$ cat src/rtl/mdu_pkg.sv
// rtl/mdu_pkg.sv - shared state encoding and function-code bit positions for seq_mul_div
//
// Purpose : types and constants shared by seq_mul_div and md_step.
// Contents: md_state_t  FSM state encoding (IDLE, RUN, FIX, DONE)
//           OP_MUL_BIT    F bit selecting multiply (1) or divide (0)
//           OP_SIGNED_BIT F bit selecting two's-complement operation (MD_SIGNED_EN builds)
package mdu_pkg;

    typedef enum logic [1:0] {
        IDLE = 2'd0,
        RUN  = 2'd1,
        FIX  = 2'd2,
        DONE = 2'd3
    } md_state_t;

    localparam int OP_MUL_BIT    = 1;
    localparam int OP_SIGNED_BIT = 0;

endpackage

$ cat src/rtl/md_step.sv
// rtl/md_step.sv - one combinational shift-add / restoring-divide iteration
//
// Purpose : computes the next {hi,lo} working value for one RUN cycle.
// Ports   : mul      in  1   1 = shift-add multiply step, 0 = restoring divide step
//           hi       in  n   mul: upper accumulator half; div: partial remainder
//           lo       in  n   mul: lower accumulator / remaining multiplier bits;
//                            div: remaining dividend bits shifted out MSB-first,
//                            quotient bits shifted in at the bottom
//           b        in  n   multiplier / divisor magnitude
//           hi_next  out n   next hi
//           lo_next  out n   next lo
module md_step
    import mdu_pkg::*;
#(
    parameter int n = 4
) (
    input  logic         mul,
    input  logic [n-1:0] hi,
    input  logic [n-1:0] lo,
    input  logic [n-1:0] b,
    output logic [n-1:0] hi_next,
    output logic [n-1:0] lo_next
);

    logic [n:0] sum;
    logic [n:0] shifted;
    logic [n:0] diff;
    logic       q_bit;

    always_comb begin
        // Multiply: add b into the upper half when the current LSB is set, then
        // shift the whole 2n+1-bit value right by one; the carry lands in hi's MSB.
        sum = {1'b0, hi} + (lo[0] ? {1'b0, b} : '0);

        // Divide: bring the next dividend bit into the remainder. The partial
        // remainder is always < b, so the shifted value needs n+1 bits and the
        // trial subtraction's MSB is a clean borrow flag.
        shifted = {hi, lo[n-1]};
        diff    = shifted - {1'b0, b};
        q_bit   = ~diff[n];

        if (mul) begin
            hi_next = sum[n:1];
            lo_next = {sum[0], lo[n-1:1]};
        end else begin
            hi_next = q_bit ? diff[n-1:0] : shifted[n-1:0];
            lo_next = {lo[n-2:0], q_bit};
        end
    end

endmodule

$ cat src/rtl/seq_mul_div.sv
// rtl/seq_mul_div.sv - iterative multi-cycle multiply/divide engine feeding the HI/LO stage
//
// Purpose : one operation per accepted start; n RUN iterations (plus one FIX cycle for
//           signed operations when MD_SIGNED_EN is defined); {hi,lo} presented with done.
// Macro   : MD_SIGNED_EN - enables F[0] two's-complement operation and the FIX state.
// Ports   : clk          in  1  rising-edge clock
//           rst_n        in  1  asynchronous active-low reset
//           start        in  1  request, sampled only while busy=0
//           F            in  4  F[1]=1 multiply / 0 divide; F[0] signed (MD_SIGNED_EN only)
//           a            in  n  multiplicand / dividend
//           b            in  n  multiplier / divisor
//           busy         out 1  high in RUN and FIX
//           done         out 1  one-cycle pulse, hi/lo valid from this cycle on
//           hi           out n  mul: upper product half; div: remainder
//           lo           out n  mul: lower product half; div: quotient
//           div_by_zero  out 1  set with done for a divide with b==0
module seq_mul_div
    import mdu_pkg::*;
#(
    parameter int n = 4
) (
    input  logic         clk,
    input  logic         rst_n,
    input  logic         start,
    input  logic [3:0]   F,
    input  logic [n-1:0] a,
    input  logic [n-1:0] b,
    output logic         busy,
    output logic         done,
    output logic [n-1:0] hi,
    output logic [n-1:0] lo,
    output logic         div_by_zero
);

    localparam int CW = (n > 1) ? $clog2(n) : 1;

    md_state_t    state;
    md_state_t    state_next;
    logic         go;
    logic [n-1:0] a_q;
    logic [n-1:0] b_q;
    logic [n-1:0] bop;
    logic         op_mul;
    logic [CW-1:0] count;
    logic [n-1:0] step_hi;
    logic [n-1:0] step_lo;
    logic [n-1:0] a_mag;
    logic [n-1:0] b_mag;
    logic         accept;
    logic         div0;
    logic         last_iter;

    // A request is captured into a_q/b_q first; go marks the following cycle in
    // which the FSM launches the operation from the captured operands. The !go
    // term keeps a start held across that cycle from being taken twice.
    assign accept    = start && !busy && !go;
    assign div0      = !op_mul && (b_q == '0);
    assign last_iter = (count == CW'(n - 1));

`ifdef MD_SIGNED_EN
    logic op_signed;
    logic neg_res;
    logic neg_rem;
    logic sa;
    logic sb;
    logic unused_f;

    assign sa       = op_signed && a_q[n-1];
    assign sb       = op_signed && b_q[n-1];
    assign a_mag    = sa ? -a_q : a_q;
    assign b_mag    = sb ? -b_q : b_q;
    assign unused_f = ^F[3:2];
`else
    logic unused_f;

    assign a_mag    = a_q;
    assign b_mag    = b_q;
    assign unused_f = ^{F[3:2], F[OP_SIGNED_BIT]};
`endif

    md_step #(.n(n)) u_step (
        .mul     (op_mul),
        .hi      (hi),
        .lo      (lo),
        .b       (bop),
        .hi_next (step_hi),
        .lo_next (step_lo)
    );

    // State register
    always_ff @(posedge clk or negedge rst_n) begin
        if (!rst_n) begin
            state <= IDLE;
        end else begin
            state <= state_next;
        end
    end

    // Next-state logic
    always_comb begin
        state_next = state;
        case (state)
            IDLE, DONE: begin
                if (go) begin
                    state_next = div0 ? DONE : RUN;
                end else begin
                    state_next = IDLE;
                end
            end
            RUN: begin
                if (last_iter) begin
`ifdef MD_SIGNED_EN
                    state_next = op_signed ? FIX : DONE;
`else
                    state_next = DONE;
`endif
                end
            end
            FIX:     state_next = DONE;
            default: state_next = IDLE;
        endcase
    end

    // Outputs
    always_comb begin
        busy = (state == RUN) || (state == FIX);
        done = (state == DONE);
    end

    // Operand capture, iteration datapath and sign fixup
    always_ff @(posedge clk or negedge rst_n) begin
        if (!rst_n) begin
            go          <= 1'b0;
            a_q         <= '0;
            b_q         <= '0;
            bop         <= '0;
            op_mul      <= 1'b0;
            count       <= '0;
            hi          <= '0;
            lo          <= '0;
            div_by_zero <= 1'b0;
`ifdef MD_SIGNED_EN
            op_signed   <= 1'b0;
            neg_res     <= 1'b0;
            neg_rem     <= 1'b0;
`endif
        end else begin
            go <= accept;

            if (accept) begin
                a_q         <= a;
                b_q         <= b;
                op_mul      <= F[OP_MUL_BIT];
                div_by_zero <= 1'b0;
`ifdef MD_SIGNED_EN
                op_signed   <= F[OP_SIGNED_BIT];
`endif
            end

            if (go) begin
                count       <= '0;
                div_by_zero <= div0;
                if (div0) begin
                    hi <= a_q;
                    lo <= '1;
                end else begin
                    hi  <= '0;
                    lo  <= a_mag;
                    bop <= b_mag;
                end
`ifdef MD_SIGNED_EN
                neg_res <= sa ^ sb;
                neg_rem <= sa;
`endif
            end else if (state == RUN) begin
                hi    <= step_hi;
                lo    <= step_lo;
                count <= count + CW'(1);
            end
`ifdef MD_SIGNED_EN
            else if (state == FIX) begin
                // Product negates as one 2n-bit value; quotient and remainder
                // are corrected independently (remainder follows the dividend).
                if (op_mul) begin
                    if (neg_res) begin
                        {hi, lo} <= -{hi, lo};
                    end
                end else begin
                    if (neg_res) begin
                        lo <= -lo;
                    end
                    if (neg_rem) begin
                        hi <= -hi;
                    end
                end
            end
`endif
        end
    end

endmodule

$ cat config.mk
export PLATFORM = sky130hd
export DESIGN_NAME = seq_mul_div
export DESIGN_NICKNAME = d
export VERILOG_FILES = /design/src/rtl/mdu_pkg.sv /design/src/rtl/md_step.sv /design/src/rtl/seq_mul_div.sv
export SDC_FILE = /design/constraint.sdc
export NUM_CORES = 1
export LEC_CHECK = 0
export ABC_AREA = 1
export CELL_PAD_IN_SITES_DETAIL_PLACEMENT = 0
export CELL_PAD_IN_SITES_GLOBAL_PLACEMENT = 1
export CORE_ASPECT_RATIO = 0.9
export CORE_MARGIN = 2
export CORE_UTILIZATION = 40
export CTS_CLUSTER_DIAMETER = 150
export DETAILED_ROUTE_END_ITERATION = 10
export DONT_BUFFER_PORTS = 1
export GPL_TIMING_DRIVEN = 1
export HOLD_SLACK_MARGIN = 0.05
export PLACE_DENSITY_LB_ADDON = 0.1
export SYNTH_ARGS = -nofsm -noshare
export SYNTH_HDL_FRONTEND = slang
export SYNTH_SLANG_ARGS = --single-unit
$ cat constraint.sdc
create_clock -name clk -period 2.3 [get_ports clk]
set_input_delay 0.345 -clock clk [delete_from_list [all_inputs] [get_ports clk]]
set_output_delay 0.345 -clock clk [all_outputs]
set_load 0.05 [all_outputs]
== Yosys cells after proc, flatten, opt, wreduce, memory -nomap -nowiden ==
Cells that the tools add are included.
Storage, ports and cells
  logic and storage cells: 51
  input bits: 15
  bits in registers: 27
  output and inout bits: 11
Cells by class
  add/sub/neg operators: 3
  equal/unequal tests: 5
  muxes and demuxes: 18
  bitwise logic cells: 2
  reductions and logical operators: 13
Operator list (number)
  4-bit two-way mux: 10
  2-bit two-way mux: 5
  2-bit == test (second input constant): 3
  2-bit case mux with 3 select lines: 1
  4-bit by 5-bit adder with 5-bit output: 1
  5-bit by 4-bit subtractor with 5-bit output: 1
  4-bit zero test: 1
  2-bit nonzero test: 2
  1-bit logical AND: 3
  1-bit zero test: 3
  2-bit by 1-bit adder with 2-bit output (second input constant): 1
  2-bit by 1-bit == test with 1-bit output (second input constant): 1
  2-bit zero test: 1
  1-bit two-way mux: 2
  2-bit inequality test (second input constant): 1
  1-bit NOT: 2
  2-bit AND reduction: 1
  2-bit OR reduction: 1
  1-bit logical OR: 1

== Depth between registers and ports, before layout ==
  depth in word-level cells: 7
  mapped depth: 13
  gate-level depth less buffers: 13

== Hierarchy ==
From an unflattened synthesis, not the netlist that was laid out.
Unflattened totals
  cells, all modules: 220
  area, all modules: 1769.2 um^2
Modules (own cells, without submodules)
  seq_mul_div: times used 1, seq. area each 675.6 um^2, area an instance 1253.7 um^2, cells an instance 135
  md_step: times used 1, seq. area each 0.0 um^2, area an instance 515.5 um^2, cells an instance 85

== Worst setup path after synthesis ==
No wires, ideal clock.
  path type: register to register
  start: register lo[3]
  end: register hi[3]
  arrival: 2.019 ns
  path buffers: 0
  setup slack: 0.160 ns
  stages on the path, launching flop included: 14
  required time: 2.178 ns
  cell sequence: dfrtp_1 -> inv_1 -> ha_1 -> fa_1 -> inv_1 -> nand2_1 -> nand2_2 -> nand3_4 -> nand2_4 -> nand2_2 -> o21ai_2 -> nand2_1 -> nand2_1 -> a21oi_2
Between the ends
  longest elaborated chain between the ends: 5
Ends and longest elaborated chain
  start: declaration: RTL line seq_mul_div.sv:31  | output logic [n-1:0] lo,
  start signal: assignment: RTL line seq_mul_div.sv:168  | lo <= a_mag;
  start signal: assignment: RTL line seq_mul_div.sv:177  | lo <= step_lo;
  5-bit by 4-bit subtractor with 5-bit output: RTL line md_step.sv:39  | diff = shifted - {1'b0, b};
  4-bit two-way mux: RTL line md_step.sv:46  | hi_next = q_bit ? diff[n-1:0] : shifted[n-1:0];
  4-bit two-way mux: RTL line md_step.sv:42  | if (mul) begin
  4-bit two-way mux: RTL line seq_mul_div.sv:175  | end else if (state == RUN) begin
  4-bit two-way mux: RTL line seq_mul_div.sv:160  | if (go) begin
  end signal: assignment: RTL line seq_mul_div.sv:164  | hi <= a_q;
  end signal: assignment: RTL line seq_mul_div.sv:176  | hi <= step_hi;
  end: declaration: RTL line seq_mul_div.sv:30  | output logic [n-1:0] hi,
No other way between the ends. The select of a mux whose other input is x is not followed.
A chain may end at the register's enable or synchronous reset.

== Final worst setup path ==
Same ends and word-level chain as after synthesis.

==> metrics.txt <==
Hold Path Origin=a[1]; Compound-Gate Fraction of Synth Area=0.144; CTS HTree Levels=1; Clock Tree Buf Depth=2; die height=65.5 um; routed vias/inst=5.10; number of global-route vias before repair=1373; fmax=523 MHz; max layer used=met4; Die ar.=0.00473 mm^2; Critical Path, Cell by Cell=inv_1, ha_1, fa_1, inv_1, nand2_1, nand2_2, nand3_4, nand2_4, nand2_2, o21ai_2, nand2_1, nand2_1, a21oi_2; Yosys cell types=27; final hold violations=0; setup tns final=0 ps; Synth Register Bits=27; die outline width=72.3 um; Port Buffers=0; largest net degree at the start of global routing=28; post-synthesis simple-gate area fraction=0.240; largest stage delay on the critical path=410 ps; Post-CTS Setup Inserts=0; hold crit path type=in2reg; DP Wirelength=2.85 mm; hold-fix buffers at CTS=2; minimum clock period=1910 ps; status=completed; Avg Cell Area, Syn=8.11 um^2; syn_nets=235; Clock transition at path regs=90 ps; GR Util All Layers=0.172; largest family of logic cells by synthesized area=simple AND/OR/NAND/NOR gates; fraction of layout cells with a size suffix above 1=0.152; Starting DRT DRC Count=66; Max Cap Viol=0; Placer Congestion=0.805; # clock sinks=27; Syn Inst Count=207; core outline area=0.00405 mm^2; adder-cell area share of the yosys netlist=0.106; CP arrival=2080 ps; final cell count without fillers=265; FFs w/ async S/R, synth=1.00; proportion of synthesized area in mux cells=0; Synth Flop Type=dfrtp_1; setup violators final=0; RSZ-0062 raised after global routing=false; sequential area share after synthesis=0.402; Slew Limit Fails=0; measured slew at the worst slew-check pin=545 ps; critical path type=reg2reg; n_diodes=0; CP Launch Type=flip-flop; WHS=183 ps; critical path startpoint=lo[3]; xor/xnor share of the synthesized area=0.0156; skew final=7.48 ps; fin crit share=0.831; Initial Util=0.415; DR pass1 iterations=4; DP Cell Count=259; initial antenna violation count=0; final WL=3.56 mm; slowest CP cell=fa_1; Rows=22; clk root buf=clkbuf_8; DRC errors left=0; Area growth syn-to-layout=9.61%; met3 wire length=152 um; relative slew slack=0.636; worst skew pair latency=270 ps; Wirelength per Cell=13.4 um; IO Count=26; Final ANT Viol Nets=0; number of synthesized flops with an enable pin=0; Crit path required time=2470 ps; grt ovf=0; via count=1352; TritonCTS clock tree=yes; nets=246; first-pass GRT wire length=6.20 mm; Synth Cell Area=0.00168 mm^2; FF-to-FF Start=lo[3]; Synth Warn #=0; Final Util=0.455; Most Frequent Cell on Critical Path=nand2_1; TritonCTS buffer count=3; PostCTS Resize Cnt=0; nature of the critical path endpoint=flip-flop; critical path peak fanout=5; M1 WL=1.70 mm; DR WL met2=1.67 mm
==> placed cells by master, fill, tap and decap left out <==
master         Yosys  routed
nand2_1           49      49
inv_1             31      31
dfrtp_1           27      27
o21ai_0           21      21
nor2_1            15      15
ha_1              11      11
a21oi_1           10      10
nand3_1            9       9
buf_4              1       8
nand2_2            4       4
nand3_2            4       4
a21oi_2            4       4
o21ai_2            3       3
clkbuf_8           0       3
nor3_1             2       2
xor2_1             2       2
fa_1               2       2
inv_2              1       1
xnor2_1            1       1
nand3_4            1       1
nand2_4            1       1
o21ai_1            1       1
nor2_2             1       1
a22oi_2            1       1
a22oi_1            1       1
nand3b_1           1       1
clkinv_2           0       1
buf_12             0       1
dlygate4sd3_1      0       1
==> cells by family after synthesis <==
group | Yosys count
AOI/OAI and AO/OA | 41
xor gates and xnor gates | 3
adders and majority gates | 13
buffers and inverters | 36
DFF | 27
and+or+nand+nor | 87
==> sequential cells by signal, summed over array words and instances (netlist names) <==
| name | count |
|---|---|
| a_mag | 4 |
| b_mag | 4 |
| bop | 4 |
| hi | 4 |
| lo | 4 |
| count | 2 |
| state | 2 |
| div_by_zero | 1 |
| go | 1 |
| op_mul | 1 |
==> critical path, delay by kind of cell (launching register included) <==
family | cells | cell delay, ps
DFF | 1 | 350
buffers and inverters | 2 | 170
adders and majority gates | 2 | 630
and+or+nand+nor | 7 | 550
AOI/OAI and AO/OA | 2 | 110
==> cell usage after synthesis, types with 3 or more instances <==
cell type	count	share of area
nand2_2	4	0.015
nand2_1	49	0.11
nand3_1	9	0.027
a21oi_1	10	0.030
nand3_2	4	0.024
dfrtp_1	27	0.40
nor2_1	15	0.034
inv_1	31	0.069
o21ai_2	3	0.016
ha_1	11	0.082
o21ai_0	21	0.063
a21oi_2	4	0.021
==> metal layers <==
metal | vias to the layer above | global-route usage
met4 | 0 | 0.0495
met5 | - | 0
met2 | 28 | 0.284
li1 | 683 | -
met1 | 637 | 0.227
met3 | 4 | 0.0353
==> per-stage QoR <==
step | instance area (um^2) | setup WS [ps]
final | 1840 | 390
after detailed placement | 1760 | 383
after CTS | 1840 | 367
after global placement | 1760 | 407
after global routing | 1840 | 235
after floorplan | 1680 | 160
==> path summary, 6_finish.rpt <==
kind,end,slack (ps),cells after the start
max,hi[3],390,13
min,a_mag[1],180,2
max reg2reg,hi[3],390,13
min reg2reg,count[1],510,2
max in group asynchronous,hi[0],1640,2
min in group asynchronous,a_mag[2],500,2
==> cell type report <==
class	instances	area [um^2]
clock buffers	3	41.3
clock inverters	1	5.00
fillers	400	2210
inverters	32	120
multi-input cells	144	848
flip-flops and latches	27	676
well taps	48	60.1
repair buffers	10	90.1
Power is left out: the tool's default activity adds up to more than one toggle a clock period on the data nets, which glitch-free logic cannot reach.
